[config.mk]
export PLATFORM = sky130hd
export DESIGN_NAME = exe_mem_reg
export DESIGN_NICKNAME = d
export VERILOG_FILES = /design/src/rtl/exe_mem_reg.sv
export SDC_FILE = /design/constraint.sdc
export NUM_CORES = 1
export LEC_CHECK = 0
export ABC_AREA = 1
export BUFFER_PORTS_ARGS = -buffer_cell sky130_fd_sc_hd__buf_2
export CORE_UTILIZATION = 40
export DETAILED_ROUTE_END_ITERATION = 10
export HOLD_SLACK_MARGIN = 0.08
export PLACE_DENSITY_LB_ADDON = 0.3
export SETUP_SLACK_MARGIN = 0.4
export SYNTH_ARGS = -nofsm -noshare
export SYNTH_HDL_FRONTEND = slang
export SYNTH_SLANG_ARGS = --single-unit
[constraint.sdc]
create_clock -name clk -period 2.4 [get_ports clk]
set_input_delay 0.24 -clock clk [delete_from_list [all_inputs] [get_ports clk]]
set_output_delay 0.24 -clock clk [all_outputs]
set_load 0.01 [all_outputs]
[src/rtl/exe_mem_reg.sv]
// EXE/MEM pipeline register with a wait-state sequencer for a multi-cycle data memory.
// Loads/stores are held for MEM_WAIT extra cycles while upstream stages are frozen.
module exe_mem_reg #(
  parameter int N        = 32,
  parameter int MEM_WAIT = 2,
  parameter int STALL_W  = 16
) (
  input  logic               clk,
  input  logic               rst,
  input  logic               validIn,
  input  logic               flushIn,
  input  logic               WB_ENIn,
  input  logic               MEM_R_ENIn,
  input  logic               MEM_W_ENIn,
  input  logic [N-1:0]       ALU_ResIn,
  input  logic [N-1:0]       Value_RmIn,
  input  logic [3:0]         DestIn,
  output logic               validOut,
  output logic               WB_ENOut,
  output logic               MEM_R_ENOut,
  output logic               MEM_W_ENOut,
  output logic [N-1:0]       ALU_ResOut,
  output logic [N-1:0]       Value_RmOut,
  output logic [3:0]         DestOut,
  output logic               freezeOut,
  output logic [STALL_W-1:0] stallCntOut
);

  localparam int CNT_W = (MEM_WAIT > 0) ? $clog2(MEM_WAIT + 1) : 1;
  localparam logic [CNT_W-1:0] WAIT_LOAD = CNT_W'(MEM_WAIT);

  logic               r_valid;
  logic               r_wb_en;
  logic               r_mem_r_en;
  logic               r_mem_w_en;
  logic [N-1:0]       r_alu_res;
  logic [N-1:0]       r_value_rm;
  logic [3:0]         r_dest;
  logic [CNT_W-1:0]   r_cnt;
  logic [STALL_W-1:0] r_stall_cnt;

  logic w_run;
  logic w_cap_valid;
  logic w_cap_mem;
  logic w_stall_sat;

  assign w_run       = (r_cnt == '0);
  assign w_cap_valid = validIn & ~flushIn;
  assign w_cap_mem   = w_cap_valid & (MEM_R_ENIn | MEM_W_ENIn);
  assign w_stall_sat = &r_stall_cnt;

  // Capture in RUN; in HOLD the payload is frozen and only the wait counter moves.
  always_ff @(posedge clk) begin
    if (!rst) begin
      r_valid    <= 1'b0;
      r_wb_en    <= 1'b0;
      r_mem_r_en <= 1'b0;
      r_mem_w_en <= 1'b0;
      r_alu_res  <= '0;
      r_value_rm <= '0;
      r_dest     <= '0;
      r_cnt      <= '0;
    end else if (w_run) begin
      r_valid    <= w_cap_valid;
      r_wb_en    <= w_cap_valid & WB_ENIn;
      r_mem_r_en <= w_cap_valid & MEM_R_ENIn;
      r_mem_w_en <= w_cap_valid & MEM_W_ENIn;
      r_alu_res  <= ALU_ResIn;
      r_value_rm <= Value_RmIn;
      r_dest     <= DestIn;
      r_cnt      <= w_cap_mem ? WAIT_LOAD : '0;
    end else begin
      r_cnt      <= r_cnt - 1'b1;
    end
  end

  always_ff @(posedge clk) begin
    if (!rst) begin
      r_stall_cnt <= '0;
    end else if (!w_run && !w_stall_sat) begin
      r_stall_cnt <= r_stall_cnt + 1'b1;
    end
  end

  // Write-back is only exposed in the last cycle of an access so MEM/WB commits once.
  assign validOut    = r_valid;
  assign WB_ENOut    = r_wb_en & w_run;
  assign MEM_R_ENOut = r_mem_r_en;
  assign MEM_W_ENOut = r_mem_w_en;
  assign ALU_ResOut  = r_alu_res;
  assign Value_RmOut = r_value_rm;
  assign DestOut     = r_dest;
  assign freezeOut   = ~w_run;
  assign stallCntOut = r_stall_cnt;

endmodule

* Word-level counts from Yosys, hierarchy flattened
Index checks and enable logic that the tools add are counted.
** Word-level totals
- Bits of input ports :: 75
- Output and inout bits :: 89
- Register bits after elaboration :: 90
- Word-level logic and storage cells :: 27
** Cells by class
- Reduce and logical (&&, ||, !) cells :: 5
- Bitwise operators :: 9
- Add/sub/neg operators :: 2
- Mux-type cells :: 2
** Operator list (count)
- $add 16x1->16 const B :: 1
- $reduce_and 16->1 :: 1
- $and 1x1->1 :: 6
- $mux 2 :: 2
- $logic_not 1->1 :: 2
- $logic_not 2->1 :: 1
- $not 1->1 :: 2
- $sub 2x1->2 const B :: 1
- $logic_and 1x1->1 :: 1
- $or 1x1->1 :: 1

* Depth between registers and ports, before layout
Gate-level depths: netlist of the first run.
- Depth after elaboration :: 5
- Gate-level depth with buffers :: 8
- Mapped depth without buffers :: 8

* Least setup slack after synthesis of the first run
No wires, ideal clock.
- Path type :: register to register
- Start :: reg r_stall_cnt[0] (netlist: stallCntOut[0])
- End :: reg r_stall_cnt[14] (netlist: stallCntOut[14])
- Buffers on the path :: 1
- Required time :: 2285 ps
- Arrival :: 1289 ps
- Clock period less this slack :: 1404 ps
- Stages on the path, launching flop included :: 8
- Setup time :: 115 ps
- Path slack :: 996 ps
- Cell sequence :: dfxtp_1 -> ha_1 -> inv_2 -> nor2_4 -> nand4_4 -> buf_6 -> a21oi_1 -> nor2_1
** Between the ends
- Longest elaborated chain between the ends :: 3
- Elaborated cells on any way between the ends :: 4
- Classes of those cells :: 1 x add/sub; 3 x reduce/logical
** Ends and longest elaborated chain
- from (decl) :: RTL line 40 : logic [STALL_W-1:0] r_stall_cnt;
- from (signal assigned) :: RTL line 81 : r_stall_cnt <= r_stall_cnt + 1'b1;
- parallel branches: the longest is 3 deep, another holds $add 16x1->16
Several ways; the timed one is not identified.
A chain may end at the register's enable or synchronous reset.

* Final worst setup path of the first run
- Start :: reg r_cnt[0]
- End :: out freezeOut
** Between the ends
- Longest elaborated chain between the ends :: 2
** Ends and longest elaborated chain
- from (decl) :: RTL line 39 : logic [CNT_W-1:0] r_cnt;
- from (signal assigned) :: RTL line 71 : r_cnt <= w_cap_mem ? WAIT_LOAD : '0;
- from (signal assigned) :: RTL line 73 : r_cnt <= r_cnt - 1'b1;
- $logic_not 2->1 :: RTL line 47 : assign w_run = (r_cnt == '0);
- $not 1->1 :: RTL line 93 : assign freezeOut = ~w_run;
- to (decl) :: RTL line 25 : output logic freezeOut,
Every way passes these cells.

==> results of run 1 <==
-- routing by layer --
| metal | track usage | wire length [um] |
|---|---|---|
| met1 | 0.230 | 3770 |
| met4 | 0.0732 | 156 |
| met2 | 0.327 | 4060 |
| met5 | 0 | 0 |
| met3 | 0.0684 | 652 |
-- worst reg2reg max path: stages (launching register included) --
cell and delay (ps):
dfxtp_1 390, ha_1 180, inv_2 60, nor2_4 130, nand4_4 350, a21oi_1 270
nor2_1 60
-- cells by family (layout without fill, tap and decap cells) --
logic type,count (synthesis),after routing
AOI/OAI and AO/OA,87,87
DFF,90,90
buffers and inverters,39,194
adders and majority gates,1,1
and+or+nand+nor,245,245
-- sequential cells by signal (all words and copies together) (netlist names) --
register,flops
validOut,1
stallCntOut,16
DestOut,4
MEM_W_ENOut,1
ALU_ResOut,32
Value_RmOut,32
r_wb_en,1
r_cnt,2
MEM_R_ENOut,1
-- cell type report --
cell class | count | area (um2)
clock buffers | 10 | 128
repair buffers | 167 | 871
fillers | 844 | 3730
well taps | 105 | 131
flip-flops and latches | 90 | 1800
inverters | 12 | 45.0
multi-input cells | 333 | 1470
clock inverters | 5 | 78.8
-- per-stage QoR --
stage	power (mW)	cells	hold WS, ps	instance area [um2]
floorplan	1.99	462	375	3440
global placement	2.22	707	453	4320
detailed placement	2.23	707	458	4320
CTS	3.32	722	90.9	4520
global route	3.46	722	89.2	4520
finish	3.28	722	106	4520
-- worst max-delay path by stage --
stage | startpoint | end | depth (start not counted) | slack (ps)
global route | r_cnt[0] | WB_ENOut | 4 | 590
CTS | r_cnt[0] | WB_ENOut | 4 | 660
detailed placement | stallCntOut[0] | stallCntOut[14] | 6 | 880
global placement | r_cnt[0] | Value_RmOut[5] | 5 | 900
floorplan | stallCntOut[0] | stallCntOut[14] | 7 | 1000
finish | r_cnt[0] | freezeOut | 3 | 700
-- report_power, final --
part	internal, mW	switching [mW]	total [mW]	leakage [nW]
Combinational	0.212	0.310	0.522	1.35
Sequential	1.61	0.0549	1.67	0.745
Clock	0.582	0.510	1.09	0.107
-- layout by cell type (no fill, tap or decap), types with 5 or more instances in the layout --
cell type,count
nor2_1,173
buf_2,163
dfxtp_1,90
o21ai_0,68
nand2_1,39
nand3_1,20
a21oi_1,17
inv_1,10
clkbuf_8,9
nor2_4,5
==> out/summary.txt, run 1 <==
Status - finished clean
Pin count of the biggest net entering global routing - 58
Cells on Worst Hold Path - 3
Fin crit share - 0.707
CTS sink cnt - 90
Worst reg2reg startpoint - stallCntOut[0]
Post-synthesis compound-gate area fraction - 0.128
R2R Setup Slk - 860 ps
Final hold vios - 0
CP arrival - 1460 ps
Largest cells by area after synthesis - dfxtp_1 52%, nor2_1 19%, o21ai_0 9.9%
Setup Buffers After CTS - 0
Worst hold start - ALU_ResIn[21]
Max stage delay on crit path - 420 ps
Worst path required time - 2160 ps
Global Route Usage Sum - 0.196
Hold Path Sink - ALU_ResOut[21]
Pleak - 2.20 nW
Final setup vio count - 0
Final min period - 1700 ps
Worst VDD drop - 0.000437 V
Global-route wire length before repair - 13.9 mm
# hold bufs at CTS - 0
Initial core utilization - 0.417
Critical R2R Capture - stallCntOut[14]
#FFs+latches synth - 90
# DRC - 0
Detailed Route WL - 8.64 mm
Core footprint - 8260 um2
Mux share of post-synthesis cell area - 0
WL per Instance - 12.0 um
Clk Latency, worst-skew pair - 350 ps
Clock tree from TritonCTS - built
Die H - 94.8 um
Hpwl dp - 6.00 mm
CTS resizes - 0
Largest family of logic cells by synthesized area - simple AND/OR/NAND/NOR gates
CP max-delay cell - inv_2
Max Buffers Root-to-Sink - 2
IO buf count - 163
Simple-gate area share of the yosys netlist - 0.293
Xor/xnor cell area share of the yosys netlist - 0
R2R cell count - 6
Share of cells above drive strength 1 - 0.313
Routability congestion estimate - 0.768
Via density - 4.81
GR Overflow Total - 0
Synth Cell Area - 3440 um2
Synth Area in Adders - 0.00363
Main flop type after synthesis - dfxtp_1
Initial DRC Count - 137
Site Rows - 33
RSZ-0062 raised after global routing - false
CP Class - reg2out
Max Clock Skew - 10.6 ps
Worst Tran Pin Value - 648 ps
Area grow syn2layout - 31.3%
Vias - 3473
CTS Buf Count - 9
Hold crit path type - in2reg
Count leader, synth - nor2_1
Yosys top cell area share - 0.523
Cell variety after synth - 21
Syn Area/Cell - 7.46 um2
Detailed Routing Iterations Pass 1 - 4
Initial antenna violation count - 0
I/O pin total - 164
Diode count - 0
Endpoint type of the worst setup path - output pin
Fmax - 0.589 GHz
DRT antenna net count - 0
CP cell instances - nor2_4 > inv_2 > buf_2
Worst-path fanout max - 31
# nets final - 689
Synth cell count leaders - 173 x nor2_1, 90 x dfxtp_1, 68 x o21ai_0
Post-synth EDFFs - 0
Cell taking the most area after synthesis - dfxtp_1
Synth async-reset ratio - 0
Clock-pin slew on the worst setup and hold paths - 90 ps
Crit start category - flop
Seq/Total Area, Yosys - 0.523
# H-tree levels - 3
Buf+Inv Stages, Crit Path - 2
Synth Net Count - 538
Root buffer cell - clkbuf_8
Worst rel slew slack - 0.568
Slew Limit Fails - 0
Die ar. - 8990 um2
Number of global-route vias before repair - 3098
Pre-CTS WS - 875 ps
Power density cells - 726 nW/um2
Final core utilization - 0.548
Setup TNS - 0 ps
Mapped Cells - 462
PnR worst setup slack - 703 ps
Crit-path leading delay family - buffers and inverters
Max Cap Viol - 0
Yosys warnings - 0
Die W - 94.8 um
No activity file was read; power rests on OpenSTA's default activity.
==> run 2, diff against run 1 <==
- clock period: 2.4 -> 1.6 ns (I/O delays scaled with it)
==> run 2 against run 1 <==
Net effect: hold slack gained 23 ps; critical path depth rose by 4; register-to-register slack got worse by 660 ps; final cell count increased by 15%; sequential share of layout area down 9.5 points; clock-buffer cell count did not move; combinational power rose by 140%; sequential power rose by 50%; via count grew 24%; wire length rose by 55%; clock power is 28% higher.
==> out/summary.txt, run 2 (synthesis gave the netlist of run 1 again) <==
WL met2 - 6.87 mm (was 4.06 mm)
Status - finished clean (unchanged)
Crit start category - flop (unchanged)
Initial DRC Count - 174 (was 137)
Commonest non-fill, non-tap cell in the layout - buf_2 (was nor2_1)
Global-route wire length before repair - 19.0 mm (was 13.9 mm)
Via density - 5.16 (was 4.81)
Worst rel slew slack - 0.810 (was 0.568)
Die W - 94.8 um (unchanged)
Number of global-route vias before repair - 4043 (was 3098)
Hpwl dp - 6.35 mm (was 6.00 mm)
Pin count of the biggest net entering global routing - 57 (was 58)
Hold crit path type - in2reg (unchanged)
CP Class - reg2reg (was reg2out)
I/O pin total - 164 (unchanged)
Detailed Routing Iterations Pass 1 - 5 (was 4)
Sequential share of power - 0.485 (was 0.508)
DRT antenna net count - 0 (unchanged)
Worst hold start - flushIn (was ALU_ResIn[21])
GR Overflow Total - 0 (unchanged)
CP cell instances - nor2_4 > buf_6 > buf_8 > nand2_4 > nor2_4 > nand2_2 > a31oi_1 (was nor2_4 > inv_2 > buf_2)
Share of cells above drive strength 1 - 0.436 (was 0.313)
Max Buffers Root-to-Sink - 2 (unchanged)
Clock tree from TritonCTS - built (unchanged)
Clk pwr share - 0.270 (was 0.333)
Max Clock Skew - 10.7 ps (was 10.6 ps)
Clk Latency, worst-skew pair - 350 ps (about the same)
Final setup vio count - 0 (unchanged)
Initial core utilization - 0.417 (unchanged)
Pre-CTS WS - 151 ps (was 875 ps)
Root buffer cell - clkbuf_8 (unchanged)
Area after DPL - 4420 um2 (was 4320 um2)
Worst-path fanout max - 6 (was 31)
RSZ-0062 raised after global routing - true (was false)
Int Pwr - 3.60 mW (was 2.41 mW)
Power density cells - 850 nW/um2 (was 726 nW/um2)
Area grow syn2layout - 76.8% (was 31.3%)
Fmax - 0.716 GHz
Worst reg2reg startpoint - r_cnt[1] (was stallCntOut[0])
R2R cell count - 7 (was 6)
Worst Tran Pin Value - 285 ps (was 648 ps)
Vias - 4296 (was 3473)
Total power draw - 5.18 mW (was 3.28 mW)
CTS Buf Count - 9 (unchanged)
Worst path most repeated cell - nor2_4
Final min period - 1400 ps
Worst path required time - 1860 ps (was 2160 ps)
Die ar. - 8990 um2 (unchanged)
# nets final - 799 (was 689)
WL met3 - 933 um (was 652 um)
# DRC - 0 (unchanged)
Diode count - 0 (unchanged)
Switching share of total power - 0.304 (was 0.266)
Die H - 94.8 um (unchanged)
Fin crit share - 0.873
Routability congestion estimate - 0.808 (was 0.768)
CTS sink cnt - 90 (unchanged)
Cells on Worst Hold Path - 4 (was 3)
Core footprint - 8260 um2 (unchanged)
WL per Instance - 16.0 um (was 12.0 um)
Slew Limit Fails - 0 (unchanged)
Finished Cell Area - 6090 um2 (was 4520 um2)
R2R Setup Slk - 200 ps (was 860 ps)
Critical R2R Capture - r_cnt[1] (was stallCntOut[14])
Setup TNS - 0 ps (unchanged)
Pleak - 2.84 nW (was 2.20 nW)
Max stage delay on crit path - 340 ps (was 420 ps)
Sw power - 1.58 mW (was 875 uW)
Top Metal Used - met4 (unchanged)
PnR worst setup slack - 203 ps (was 703 ps)
M1 WL - 4.99 mm (was 3.77 mm)
Detailed Route WL - 13.4 mm (was 8.64 mm)
Endpoint type of the worst setup path - flop (was output pin)
Initial antenna violation count - 0 (unchanged)
Clock-pin slew on the worst setup and hold paths - 90 ps (about the same)
Max Cap Viol - 0 (unchanged)
Hold Path Sink - r_wb_en (was ALU_ResOut[21])
Worst VDD drop - 0.000554 V (was 0.000437 V)
# H-tree levels - 3 (unchanged)
Global Route Usage Sum - 0.270 (was 0.196)
CP arrival - 1660 ps (was 1460 ps)
Most frequent cells in the layout - 161 x buf_2, 141 x nor2_1, 72 x dfxtp_1 (was 173 x nor2_1, 163 x buf_2, 90 x dfxtp_1)
Comb pwr share - 0.245 (was 0.159)
Site Rows - 33 (unchanged)
CP max-delay cell - dfxtp_2 (was inv_2)
Final hold vios - 0 (unchanged)
IO buf count - 163 (unchanged)
run 2: layout make-up:
cell class,instances,area [um2]
Fill cell,604,2170
Timing Repair Buffer,274,2060
Sequential cell,90,1850
Multi-Input combinational cell,336,1840
Tap cell,105,131
Clock buffer,10,128
Inverter,12,50.0
Clock inverter,5,38.8
run 2: worst max-delay path: cells and delay by family, from the launching register on:
| kind | cells | cell delay [ps] |
|---|---|---|
| simple gates | 4 | 420 |
| flops | 1 | 340 |
| buf+inv | 2 | 320 |
| compound gates | 1 | 210 |
run 2: per-stage QoR:
step | hold WS (ps) | instances | util
after floorplan | 295 | 462 | -
after global routing | 116 | 832 | 0.738
final | 129 | 832 | 0.738
after global placement | 382 | 712 | 0.535
after detailed placement | 388 | 712 | 0.535
after CTS | 102 | 824 | 0.695
run 2: worst max path at each step:
stage	from	end	slack [ps]
2_1_floorplan	stallCntOut[1]	stallCntOut[3]	380
4_1_cts	r_cnt[1]	WB_ENOut	230
5_1_grt	r_cnt[1]	Value_RmOut[24]	120
3_5_place_dp	stallCntOut[2]	stallCntOut[6]	150
3_3_place_gp	stallCntOut[1]	stallCntOut[15]	210
6_report	r_cnt[1]	r_cnt[1]	200
run 2: timing repair:
item                                   CTS  global route
gates resized for setup                 48            73
pin swaps                               15            20
setup endpoints to repair               88            92
endpoints found under the hold margin   72             0
hold buffers                            71             0
buffers inserted                        22             5
cloned                                   4             3
run 2: layer usage:
| layer | vias to the layer above | global-route usage |
|---|---|---|
| met5 | - | 0 |
| met4 | 0 | 0.139 |
| met3 | 58 | 0.0572 |
| met2 | 245 | 0.486 |
| met1 | 1983 | 0.296 |
| li1 | 2010 | - |
run 2: power groups by stage:
stage	registers [mW]	logic, mW	clock network, mW
CTS	2.50	1.06	1.44
detailed placement	2.56	0.816	0
floorplan	2.64	0.349	0
finish	2.51	1.27	1.40
global route	2.53	1.37	1.52
global placement	2.55	0.801	0
